===== src/rtl/axi_lib_pkg.sv =====
// Shared AXI4-Lite definitions: response codes and the arbiter channel FSM states.
package axi_lib_pkg;

  localparam logic [1:0] AXI4_RESP_OKAY   = 2'b00;
  localparam logic [1:0] AXI4_RESP_EXOKAY = 2'b01;
  localparam logic [1:0] AXI4_RESP_SLVERR = 2'b10;
  localparam logic [1:0] AXI4_RESP_DECERR = 2'b11;

  typedef enum logic [1:0] {
    ST_ARB_RD_IDLE,
    ST_ARB_RD_ADDR,
    ST_ARB_RD_DATA
  } st_axi_lite_arb_read_t;

  typedef enum logic [1:0] {
    ST_ARB_WR_IDLE,
    ST_ARB_WR_ADDR,
    ST_ARB_WR_DATA,
    ST_ARB_WR_RESP
  } st_axi_lite_arb_write_t;

endpackage


===== src/rtl/axi4_lite_arbiter_rr_arbiter.sv =====
// Combinational round-robin pick: first requesting index at or after ptr, wrapping.
module rr_arbiter #(
  parameter  int NUM_REQ = 2,
  localparam int PW      = $clog2(NUM_REQ)
) (
  input  logic [NUM_REQ-1:0] req,
  input  logic [PW-1:0]      ptr,
  output logic [PW-1:0]      grant,
  output logic               any_req
);

  always_comb begin
    int   idx;
    logic found;
    grant = '0;
    found = 1'b0;
    idx   = 0;
    for (int i = 0; i < NUM_REQ; i++) begin
      // Explicit wrap keeps non-power-of-two NUM_REQ correct.
      idx = int'(ptr) + i;
      if (idx >= NUM_REQ) idx = idx - NUM_REQ;
      if (!found && req[idx[PW-1:0]]) begin
        found = 1'b1;
        grant = idx[PW-1:0];
      end
    end
  end

  assign any_req = |req;

endmodule


===== src/rtl/axi4_lite_arbiter.sv =====
// N:1 AXI4-Lite arbiter; read and write channels each own a round-robin pointer and
// FSM, and hold their grant from address handshake to response handshake.
module axi4_lite_arbiter
  import axi_lib_pkg::*;
#(
  parameter  int NUM_REQ        = 2,
  parameter  int ADDR_WIDTH     = 32,
  parameter  int AXI_DATA_WIDTH = 32,
  localparam int STRB_WIDTH     = AXI_DATA_WIDTH / 8,
  localparam int PW             = $clog2(NUM_REQ)
) (
  input  logic                                      clk,
  input  logic                                      rst_n,
  input  logic [NUM_REQ-1:0]                        req_arvalid,
  output logic [NUM_REQ-1:0]                        req_arready,
  input  logic [NUM_REQ-1:0][ADDR_WIDTH-1:0]        req_araddr,
  output logic [NUM_REQ-1:0]                        req_rvalid,
  input  logic [NUM_REQ-1:0]                        req_rready,
  output logic [NUM_REQ-1:0][AXI_DATA_WIDTH-1:0]    req_rdata,
  output logic [NUM_REQ-1:0][1:0]                   req_rresp,
  input  logic [NUM_REQ-1:0]                        req_awvalid,
  output logic [NUM_REQ-1:0]                        req_awready,
  input  logic [NUM_REQ-1:0][ADDR_WIDTH-1:0]        req_awaddr,
  input  logic [NUM_REQ-1:0]                        req_wvalid,
  output logic [NUM_REQ-1:0]                        req_wready,
  input  logic [NUM_REQ-1:0][AXI_DATA_WIDTH-1:0]    req_wdata,
  input  logic [NUM_REQ-1:0][STRB_WIDTH-1:0]        req_wstrb,
  output logic [NUM_REQ-1:0]                        req_bvalid,
  input  logic [NUM_REQ-1:0]                        req_bready,
  output logic [NUM_REQ-1:0][1:0]                   req_bresp,
  output logic                                      reg_arvalid,
  input  logic                                      reg_arready,
  output logic [ADDR_WIDTH-1:0]                     reg_araddr,
  input  logic                                      reg_rvalid,
  output logic                                      reg_rready,
  input  logic [AXI_DATA_WIDTH-1:0]                 reg_rdata,
  input  logic [1:0]                                reg_rresp,
  output logic                                      reg_awvalid,
  input  logic                                      reg_awready,
  output logic [ADDR_WIDTH-1:0]                     reg_awaddr,
  output logic                                      reg_wvalid,
  input  logic                                      reg_wready,
  output logic [AXI_DATA_WIDTH-1:0]                 reg_wdata,
  output logic [STRB_WIDTH-1:0]                     reg_wstrb,
  input  logic                                      reg_bvalid,
  output logic                                      reg_bready,
  input  logic [1:0]                                reg_bresp
);

  st_axi_lite_arb_read_t  rd_state_reg;
  st_axi_lite_arb_write_t wr_state_reg;
  logic [PW-1:0] rd_ptr_reg, rd_grant_reg, rd_arb_grant;
  logic [PW-1:0] wr_ptr_reg, wr_grant_reg, wr_arb_grant;
  logic          rd_any, wr_any;
  logic          rd_addr_ph, rd_data_ph, wr_addr_ph, wr_data_ph, wr_resp_ph;

  function automatic logic [PW-1:0] ptr_after(input logic [PW-1:0] g);
    return (g == PW'(NUM_REQ - 1)) ? '0 : g + 1'b1;
  endfunction

  rr_arbiter #(.NUM_REQ(NUM_REQ)) u_rd_arb (
    .req     (req_arvalid),
    .ptr     (rd_ptr_reg),
    .grant   (rd_arb_grant),
    .any_req (rd_any)
  );

  rr_arbiter #(.NUM_REQ(NUM_REQ)) u_wr_arb (
    .req     (req_awvalid),
    .ptr     (wr_ptr_reg),
    .grant   (wr_arb_grant),
    .any_req (wr_any)
  );

  always_ff @(posedge clk) begin
    if (!rst_n) begin
      rd_state_reg <= ST_ARB_RD_IDLE;
      rd_ptr_reg   <= '0;
      rd_grant_reg <= '0;
    end else begin
      case (rd_state_reg)
        ST_ARB_RD_IDLE: if (rd_any) begin
          rd_grant_reg <= rd_arb_grant;
          rd_state_reg <= ST_ARB_RD_ADDR;
        end
        ST_ARB_RD_ADDR: if (reg_arvalid && reg_arready) rd_state_reg <= ST_ARB_RD_DATA;
        ST_ARB_RD_DATA: if (reg_rvalid && reg_rready) begin
          rd_ptr_reg   <= ptr_after(rd_grant_reg);
          rd_state_reg <= ST_ARB_RD_IDLE;
        end
        default: rd_state_reg <= ST_ARB_RD_IDLE;
      endcase
    end
  end

  // W is only forwarded from DATA, which is entered after the AW handshake.
  always_ff @(posedge clk) begin
    if (!rst_n) begin
      wr_state_reg <= ST_ARB_WR_IDLE;
      wr_ptr_reg   <= '0;
      wr_grant_reg <= '0;
    end else begin
      case (wr_state_reg)
        ST_ARB_WR_IDLE: if (wr_any) begin
          wr_grant_reg <= wr_arb_grant;
          wr_state_reg <= ST_ARB_WR_ADDR;
        end
        ST_ARB_WR_ADDR: if (reg_awvalid && reg_awready) wr_state_reg <= ST_ARB_WR_DATA;
        ST_ARB_WR_DATA: if (reg_wvalid && reg_wready) wr_state_reg <= ST_ARB_WR_RESP;
        ST_ARB_WR_RESP: if (reg_bvalid && reg_bready) begin
          wr_ptr_reg   <= ptr_after(wr_grant_reg);
          wr_state_reg <= ST_ARB_WR_IDLE;
        end
        default: wr_state_reg <= ST_ARB_WR_IDLE;
      endcase
    end
  end

  assign rd_addr_ph = (rd_state_reg == ST_ARB_RD_ADDR);
  assign rd_data_ph = (rd_state_reg == ST_ARB_RD_DATA);
  assign wr_addr_ph = (wr_state_reg == ST_ARB_WR_ADDR);
  assign wr_data_ph = (wr_state_reg == ST_ARB_WR_DATA);
  assign wr_resp_ph = (wr_state_reg == ST_ARB_WR_RESP);

  assign reg_arvalid = rd_addr_ph & req_arvalid[rd_grant_reg];
  assign reg_araddr  = rd_addr_ph ? req_araddr[rd_grant_reg] : '0;
  assign reg_rready  = rd_data_ph & req_rready[rd_grant_reg];
  assign reg_awvalid = wr_addr_ph & req_awvalid[wr_grant_reg];
  assign reg_awaddr  = wr_addr_ph ? req_awaddr[wr_grant_reg] : '0;
  assign reg_wvalid  = wr_data_ph & req_wvalid[wr_grant_reg];
  assign reg_wdata   = wr_data_ph ? req_wdata[wr_grant_reg] : '0;
  assign reg_wstrb   = wr_data_ph ? req_wstrb[wr_grant_reg] : '0;
  assign reg_bready  = wr_resp_ph & req_bready[wr_grant_reg];

  genvar gi;
  for (gi = 0; gi < NUM_REQ; gi++) begin : g_req
    logic rd_own, wr_own;
    assign rd_own = (rd_grant_reg == PW'(gi));
    assign wr_own = (wr_grant_reg == PW'(gi));

    assign req_arready[gi] = rd_addr_ph & rd_own & reg_arready;
    assign req_rvalid[gi]  = rd_data_ph & rd_own & reg_rvalid;
    assign req_rdata[gi]   = (rd_data_ph & rd_own) ? reg_rdata : '0;
    assign req_rresp[gi]   = (rd_data_ph & rd_own) ? reg_rresp : AXI4_RESP_SLVERR;

    assign req_awready[gi] = wr_addr_ph & wr_own & reg_awready;
    assign req_wready[gi]  = wr_data_ph & wr_own & reg_wready;
    assign req_bvalid[gi]  = wr_resp_ph & wr_own & reg_bvalid;
    assign req_bresp[gi]   = (wr_resp_ph & wr_own) ? reg_bresp : AXI4_RESP_SLVERR;
  end

endmodule


===== config.mk =====
export PLATFORM = sky130hd
export DESIGN_NAME = axi4_lite_arbiter
export DESIGN_NICKNAME = d
export VERILOG_FILES = /design/src/rtl/axi_lib_pkg.sv /design/src/rtl/axi4_lite_arbiter_rr_arbiter.sv /design/src/rtl/axi4_lite_arbiter.sv
export SDC_FILE = /design/constraint.sdc
export NUM_CORES = 1
export LEC_CHECK = 0
export ABC_AREA = 1
export CAP_MARGIN = 10
export CORE_AREA = 2 2 170 172
export DETAILED_ROUTE_END_ITERATION = 10
export DIE_AREA = 0 0 172 174
export PLACE_DENSITY = 0.45
export REMOVE_ABC_BUFFERS = 1
export SLEW_MARGIN = 10
export SYNTH_ARGS = -nofsm -noshare
export SYNTH_HDL_FRONTEND = slang
export SYNTH_SLANG_ARGS = --single-unit

===== constraint.sdc =====
create_clock -name clk -period 1.5 [get_ports clk]
set_clock_uncertainty 0.05 [all_clocks]
set_input_delay 0.15 -clock clk [delete_from_list [all_inputs] [get_ports clk]]
set_output_delay 0.15 -clock clk [all_outputs]
set_load 0.01 [all_outputs]

# Word-level counts from Yosys, hierarchy flattened
# Index checks and enable logic that the tools add are counted.
# word_totals
in_bits,253
memories,0
latch_bits,0
ff_bits,8
rom_bits,0
out_inout_bits,187
word_cells,139
mem_bits_rw,0
# classes
eq_ne,12
magnitude_cmp,10
n_div,0
add_sub_neg,8
n_mul,0
n_mux,57
reduce_logical,19
shifts,0
n_bitwise,27
# ops
cell,n
$mux 32,11
$mux 1,30
$and 1x1->1,25
$mux 2,11
$lt 1x2->1 const B,6
$mux 4,3
$ne 2x1->1 const B,6
$pmux 2 s4,1
$reduce_and 2->1,4
$logic_and 1x1->1,7
$eq 2x2->1 const B,3
$pmux 2 s3,1
$add 1x1->2 const B,2
$eq 2x1->1 const B,2
$ge 1x2->1 const B,2
$ge 2x2->1 const B,2
$logic_not 2->1,2
$reduce_and 4->1,1
$reduce_or 2->1,2
$sub 1x1->1 const B,4
$reduce_and 3->1,1
$add 1x1->1 const B,2
$logic_not 1->1,2
$ne 2x2->1 const B,1
$not 1->1,2

# Longest topological paths before layout
# Gate-level depths: netlist of the first run.
# logic_depth
word_depth,8
depth_mapped,9
mapped_depth_nobuf,9

# Cells and area by module
# Synthesis of the first run repeated with hierarchy kept, for this count alone.
# unflattened
hier_cells,566
area_unflattened_um2,2527.4
# by_module_without_submodules
module,area_each_um2,n_inst,seq_area_each_um2,cells_each
axi4_lite_arbiter,2489.9,1,160.2,558
rr_arbiter,18.8,2,0.0,4

# Worst setup path before layout of the first run
# Ideal clock, no wire load.
# synth_timing
kind,register to output
from,reg wr_state_reg[0]
to,out reg_wdata[24]
path_slack_ns,-0.023
arrival_time_ns,1.323
n_path_buf,2
t_required_ns,1.300
path_stages_with_launch,7
cell_sequence,dfxtp_1 inv_1 ha_1 inv_1 buf_2 buf_1 a21oi_1
# synth_via
elab_chain_len,2
# synth_lines
item,line,text
"start, declared",axi4_lite_arbiter.sv:51,st_axi_lite_arb_write_t wr_state_reg;
"start signal, assigned",axi4_lite_arbiter.sv:99,wr_state_reg <= ST_ARB_WR_IDLE;
"start signal, assigned",axi4_lite_arbiter.sv:106,wr_state_reg <= ST_ARB_WR_ADDR;
"start signal, assigned",axi4_lite_arbiter.sv:108,ST_ARB_WR_ADDR: if (reg_awvalid && reg_awready) wr_state_reg <= ST_ARB_WR_DATA;
$eq 2x2->1,axi4_lite_arbiter.sv:122,assign wr_data_ph = (wr_state_reg == ST_ARB_WR_DATA);
$mux 32,axi4_lite_arbiter.sv:131,assign reg_wdata = wr_data_ph ? req_wdata[wr_grant_reg] : '0;
"end, declared",axi4_lite_arbiter.sv:43,"output logic [AXI_DATA_WIDTH-1:0] reg_wdata,"
# Every way passes these cells.

==> impl_metrics.tcl, run 1 <==
set metrics [dict create \
    hp-start "rd_ptr_reg" \
    cts.path.max_buffers 2 \
    cp_slowest_cell "dfxtp_2" \
    final_nets 1347 \
    drcViolationCount 0 \
    cts_tree "yes" \
    violations "setup timing" \
    critical_path.most_common_cell "nor2_4" \
    yosysTopAreaCell "nand2_1" \
    fin_ws_ps -191 \
    max_cap_viol_count 0 \
    worstMarginPinSlew_ps 257 \
    crit_buf_inv 6 \
    finalCritPeriodShare 1.13 \
    numClockSinks 8 \
    root_buffer "clkbuf_16" \
    tns_ps -13310 \
    status "complete, but fails checks" \
    grt_max_degree 30 \
    numCtsBuffers 3 \
    dp_cells 1403 \
    reg2reg_from "wr_state_reg[0]" \
    synth_common_cells "nand2_1 (233), a21oi_1 (112), nor2_1 (85)" \
    vias 5769 \
    avgSynthCellArea_um2 4.55 \
    ios 440 \
    ir_worst_vdd_mv 0.492 \
    synthFlopType "dfxtp_1" \
    drt-pass1-iter-count 4 \
    ys_top_cells_by_area "nand2_1 (34%), a21oi_1 (22%), nor2_1 (12%)" \
    clkTransAtPathRegs_ps 40 \
    reg2reg_slack_ps -40 \
    finalSetupViolCount 159 \
    yosys_warnings 0 \
    initial_core_util 0.0909 \
    crit_path_end_kind "output pin" \
    port_buffers 439 \
    hp-class "reg -> reg" \
    dieArea_um2 29900 \
    post_drt_wl_per_cell_um 16.9 \
    postCtsHoldBufs 0 \
    gr-usage-all-layers 0.137 \
    synth_top_area_share 0.341 \
    place_hpwl_um 17000 \
    ant_nets 0 \
    clock.fmax_mhz 591 \
    ys_ff_latch 8 \
    via_per_inst 3.90 \
    cpLargestDelayFamily "buffers and inverters" \
    critPathMaxStageDelay_ps 320 \
    crit_chain "inv_2, nor2_4, inv_4, nor2_4, inv_8, buf_16, buf_12, nor2_4, buf_6" \
    holdPathEnd "rd_ptr_reg" \
    drt_iter0_markers 124 \
    synth.distinct_cells 20 \
    crit_type "reg -> out" \
    arrival_ps 1490 \
    layout-drive-gt1-share 0.503 \
    chipWidth_um 172 \
    fillCellCount 3027 \
    core_um2 28200 \
    multi_input_area_um2 3190 \
    synth-edff-count 0 \
    regToRegEndpoint "wr_state_reg[0]" \
    hold_viol 0 \
    syn_area_um2 2570 \
    rows 62 \
    required_ps 1300 \
    syn_inst 564 \
    grt_pass1_wl_um 31400 \
    synth_most_common_cell "nand2_1" \
    crit_fanout 6 \
    drt-total-wl_um 25000 \
    gp_congestion 0.867 \
    final_cells 1478 \
    grt_pass1_vias 5523 \
    worstSetupStartpointType "register" \
    clock_latency_ps 230 \
    overflow 0 \
    cts.htree.levels 1 \
    slew_violations 0 \
    whs_path_depth 2 \
    areaGrowthSynthToFinish_pct 287 \
    die_h_um 174 \
    synthArstFlopShare 0 \
    antenna_found_initial 7 \
    reg2regPathDepth 11 \
    seq_area_frac_synth 0.0624 \
    slew_headroom 0.829 \
    cellPowerDensity_nw_per_um2 755 \
    period_minus_slack_ps 1690 \
    seq_area_um2 175 \
    p_leak_nw 4.39 \
    rsz0062_at_grt "true" \
]
[cells in the final DEF, fill, tap and decap left out, types with 3 or more instances in the layout]
cell type,n
inv_1,46
a21oi_2,88
buf_8,6
inv_2,3
inv_4,4
nand2_4,17
nand3_2,3
nand3_1,5
diode_2,7
buf_16,9
nand2_1,197
nor2_2,9
a21oi_1,12
dfxtp_2,3
clkbuf_16,17
ha_4,3
buf_2,114
nor3_4,5
buf_12,28
buf_6,93
a21oi_4,13
clkdlybuf4s50_1,252
nand2_2,18
dfxtp_4,3
nor2_4,59
buf_4,42
nor2_1,19
[worst reg2reg max path: stages, from the launching register on]
cell	delay, ps
dfxtp_4	350
buf_6	120
buf_6	110
ha_4	190
buf_6	130
inv_4	60
buf_6	90
a21oi_2	20
nor2_1	120
nand3_1	90
nand2_1	70
nor2_1	40
[worst max-delay path by stage]
stage	startpoint	endpoint	slack, ps	cells after the start
finish	rd_state_reg[1]	req_rdata[54]	-190	9
global route	wr_state_reg[1]	reg_awaddr[17]	-250	8
CTS	rd_state_reg[1]	req_rdata[44]	-240	9
detailed placement	wr_state_reg[1]	reg_awaddr[2]	-460	6
global placement	wr_state_reg[1]	reg_awaddr[2]	-450	6
floorplan	g_req[1].wr_own	wr_state_reg[0]	-1600	9
[through the flow]
step	area, um^2	utilization	power [mW]	setup slack (ps)	hold slack (ps)
global route	9940	0.352	7.96	-247	448
CTS	8160	0.289	6.11	-240	422
detailed placement	7790	0.276	4.86	-456	416
global placement	7790	0.276	4.90	-449	411
finish	9940	0.352	7.50	-191	425
floorplan	2330	-	1.92	-1600	221
[cells by family (layout without fill, tap and decap cells)]
family | Yosys count | count (layout) | share of synthesized area
buf+inv | 98 | 621 | 0.180
other cells | 0 | 7 | 0
flops | 8 | 8 | 0.0624
compound gates | 118 | 118 | 0.233
fa+ha+maj | 5 | 5 | 0.0244
simple gates | 335 | 335 | 0.500
[repair_timing]
item,4_1_cts,5_1_grt
cloned,14,17
setup buffers,25,18
resized for setup,886,354
pin swaps,16,40
setup endpoints to repair,191,187
[layout make-up]
cell class	count	share of cell area
sequential	8	0.0176
timing repair buffer	559	0.575
clock buffer	3	0.00755
antenna	7	0.00176
tap	384	0.0483
multi-input combinational	458	0.321
inverter	59	0.0283
[per-layer routing]
layer / part of all wire / up-vias / global-route usage
met2: 0.54 / 287 / 0.269
li1: - / 2810 / -
met4: 0.021 / 0 / 0.0427
met1: 0.36 / 2652 / 0.139
met3: 0.081 / 20 / 0.0357
met5: 0 / - / 0
[power by group]
part	switching [mW]	internal, mW	total (mW)
clock network	0.109	0.344	0.453
registers	0.0561	0.271	0.327
logic	3.21	3.51	6.72
total	3.38	4.13	7.50
(Power assumes the default switching activity.)
==> inputs of run 2 (changes only) <==
- RECOVER_POWER: unset -> 100
==> run 2 against run 1 <==
  * Sequential cell count unchanged
  * Core utilization about the same
  * Clock power about the same
  * Sequential power about the same
  * Worst setup slack improved by 0.52 ps
  * Via count unchanged
  * Combinational power about the same
  * The flow still finishes with violations (setup timing)
==> impl_metrics.tcl, run 2 (synthesized netlist as in run 1, its figures left out) <==
set metrics [dict create \
    gr-usage-all-layers 0.137 \
    slew_violations 0 \
    cellPowerDensity_nw_per_um2 755 \
    grt_pass1_vias 5523 \
    crit_type "reg -> out" \
    critPathMaxStageDelay_ps 320 \
    ant_nets 0 \
    crit_path_end_kind "output pin" \
    dp_slack_ps -456 \
    postCtsHoldBufs 0 \
    cts.htree.levels 1 \
    p_comb_frac 0.896 \
    cts_tree "yes" \
    tns_ps -13150 \
    hold_viol 0 \
    finalSetupViolCount 158 \
    core_um2 28200 \
    reg2regPathDepth 11 \
    chipWidth_um 172 \
    layout-drive-gt1-share 0.501 \
    antenna_found_initial 7 \
    violations "setup timing" \
    power_switching_mw 3.37 \
    power_mw 7.49 \
    drt_iter0_markers 119 \
    fin_ws_ps -190 \
    crit_fanout 6 \
    seq_area_um2 175 \
    seq_power_share 0.044 \
    crit_chain "inv_2, nor2_4, inv_4, nor2_4, inv_8, buf_16, buf_12, nor2_4, buf_6" \
    worstSetupStartpointType "register" \
    root_buffer "clkbuf_16" \
    ir_worst_vdd_mv 0.492 \
    place_hpwl_um 17000 \
    numClockSinks 8 \
    cp_slowest_cell "dfxtp_2" \
    clock_latency_ps 230 \
    arrival_ps 1490 \
    critical_path_depth 9 \
    rows 62 \
    areaGrowthSynthToFinish_pct 287 \
    required_ps 1300 \
    drcViolationCount 0 \
    worstMarginPinSlew_ps 253 \
    port_buffers 439 \
    whs_path_depth 2 \
    drt-total-wl_um 25000 \
    rsz0062_at_grt "true" \
    numCtsBuffers 3 \
    drt-pass1-iter-count 4 \
    period_minus_slack_ps 1690 \
    finalCritPeriodShare 1.13 \
    gp_congestion 0.867 \
    overflow 0 \
    mostFrequentLayoutCells "clkdlybuf4s50_1 (251), nand2_1 (197), buf_2 (113), buf_6 (93), a21oi_2 (87)" \
    cpLargestDelayFamily "buffers and inverters" \
    clock.fmax_mhz 592 \
    pwr-share-clk 0.060 \
    hp-class "reg -> reg" \
    cts.path.max_buffers 2 \
    post_drt_wl_per_cell_um 16.9 \
    holdWs_ps 425 \
    die_h_um 174 \
    p_leak_nw 4.39 \
    p_int_mw 4.12 \
    dieArea_um2 29900 \
    fin_util 0.352 \
    power_switching_share 0.450 \
    grt_pass1_wl_um 31400 \
    grt_max_degree 30 \
    vias 5769 \
    ios 440 \
    status "complete, but fails checks" \
    fillCellCount 3030 \
    slew_headroom 0.831 \
    final_common_cell "clkdlybuf4s50_1" \
    crit_buf_inv 6 \
    initial_core_util 0.0909 \
    via_per_inst 3.90 \
    max_cap_viol_count 0 \
    multi_input_area_um2 3190 \
    critical_path.most_common_cell "nor2_4" \
    final_nets 1347 \
    clkTransAtPathRegs_ps 40 \
]
run 2: final timing paths:
path,from,endpoint,slack (ps)
worst max register to register,wr_state_reg[0],wr_state_reg[0],-40
worst min-delay path,wr_ptr_reg,wr_ptr_reg,430
worst max-delay path,rd_state_reg[1],req_rdata[54],-190
worst min register to register,wr_ptr_reg,wr_ptr_reg,430
run 2: through the flow:
stage          cells  area [um^2]
6_report        1478         9930
5_1_grt         1478         9930
4_1_cts         1445         8160
3_5_place_dp    1403         7790
3_3_place_gp    1403         7790
2_1_floorplan    525         2330
run 2: layout make-up:
cell class / instances / share of cell area
repair buffers: 559 / 0.575
multi-input cells: 458 / 0.321
well taps: 384 / 0.0484
inverters: 59 / 0.0283
flip-flops and latches: 8 / 0.0176
clock buffers: 3 / 0.00756
diodes: 7 / 0.00176
run 2: routing by layer:
layer,vias up,global-route usage,wire [um]
li1,2809,-,-
met1,2651,0.139,8860
met2,289,0.269,13600
met3,20,0.0357,2050
met4,0,0.0427,514
met5,-,0,0
run 2: timing repair:
item                       in CTS  in global routing
setup buffers                  25                 18
gates cloned                   14                 17
setup endpoints to repair     191                187
pin swaps                      16                 40
gates resized for setup       886                354
run 2: worst reg2reg max path, stage by stage, from the launching register on:
cell and delay, ps:
dfxtp_4 350, buf_6 120, buf_6 110, ha_4 190, buf_6 130, inv_4 60, buf_6 90, a21oi_2 20
nor2_1 120, nand3_1 90, nand2_1 70, nor2_1 40
run 2: power groups by stage:
stage / logic [mW] / clock network, mW / registers (mW)
finish: 6.72 / 0.450 / 0.327
global route: 7.14 / 0.478 / 0.334
CTS: 5.33 / 0.463 / 0.316
detailed placement: 4.58 / 0 / 0.288
global placement: 4.61 / 0 / 0.288
floorplan: 1.56 / 0 / 0.360
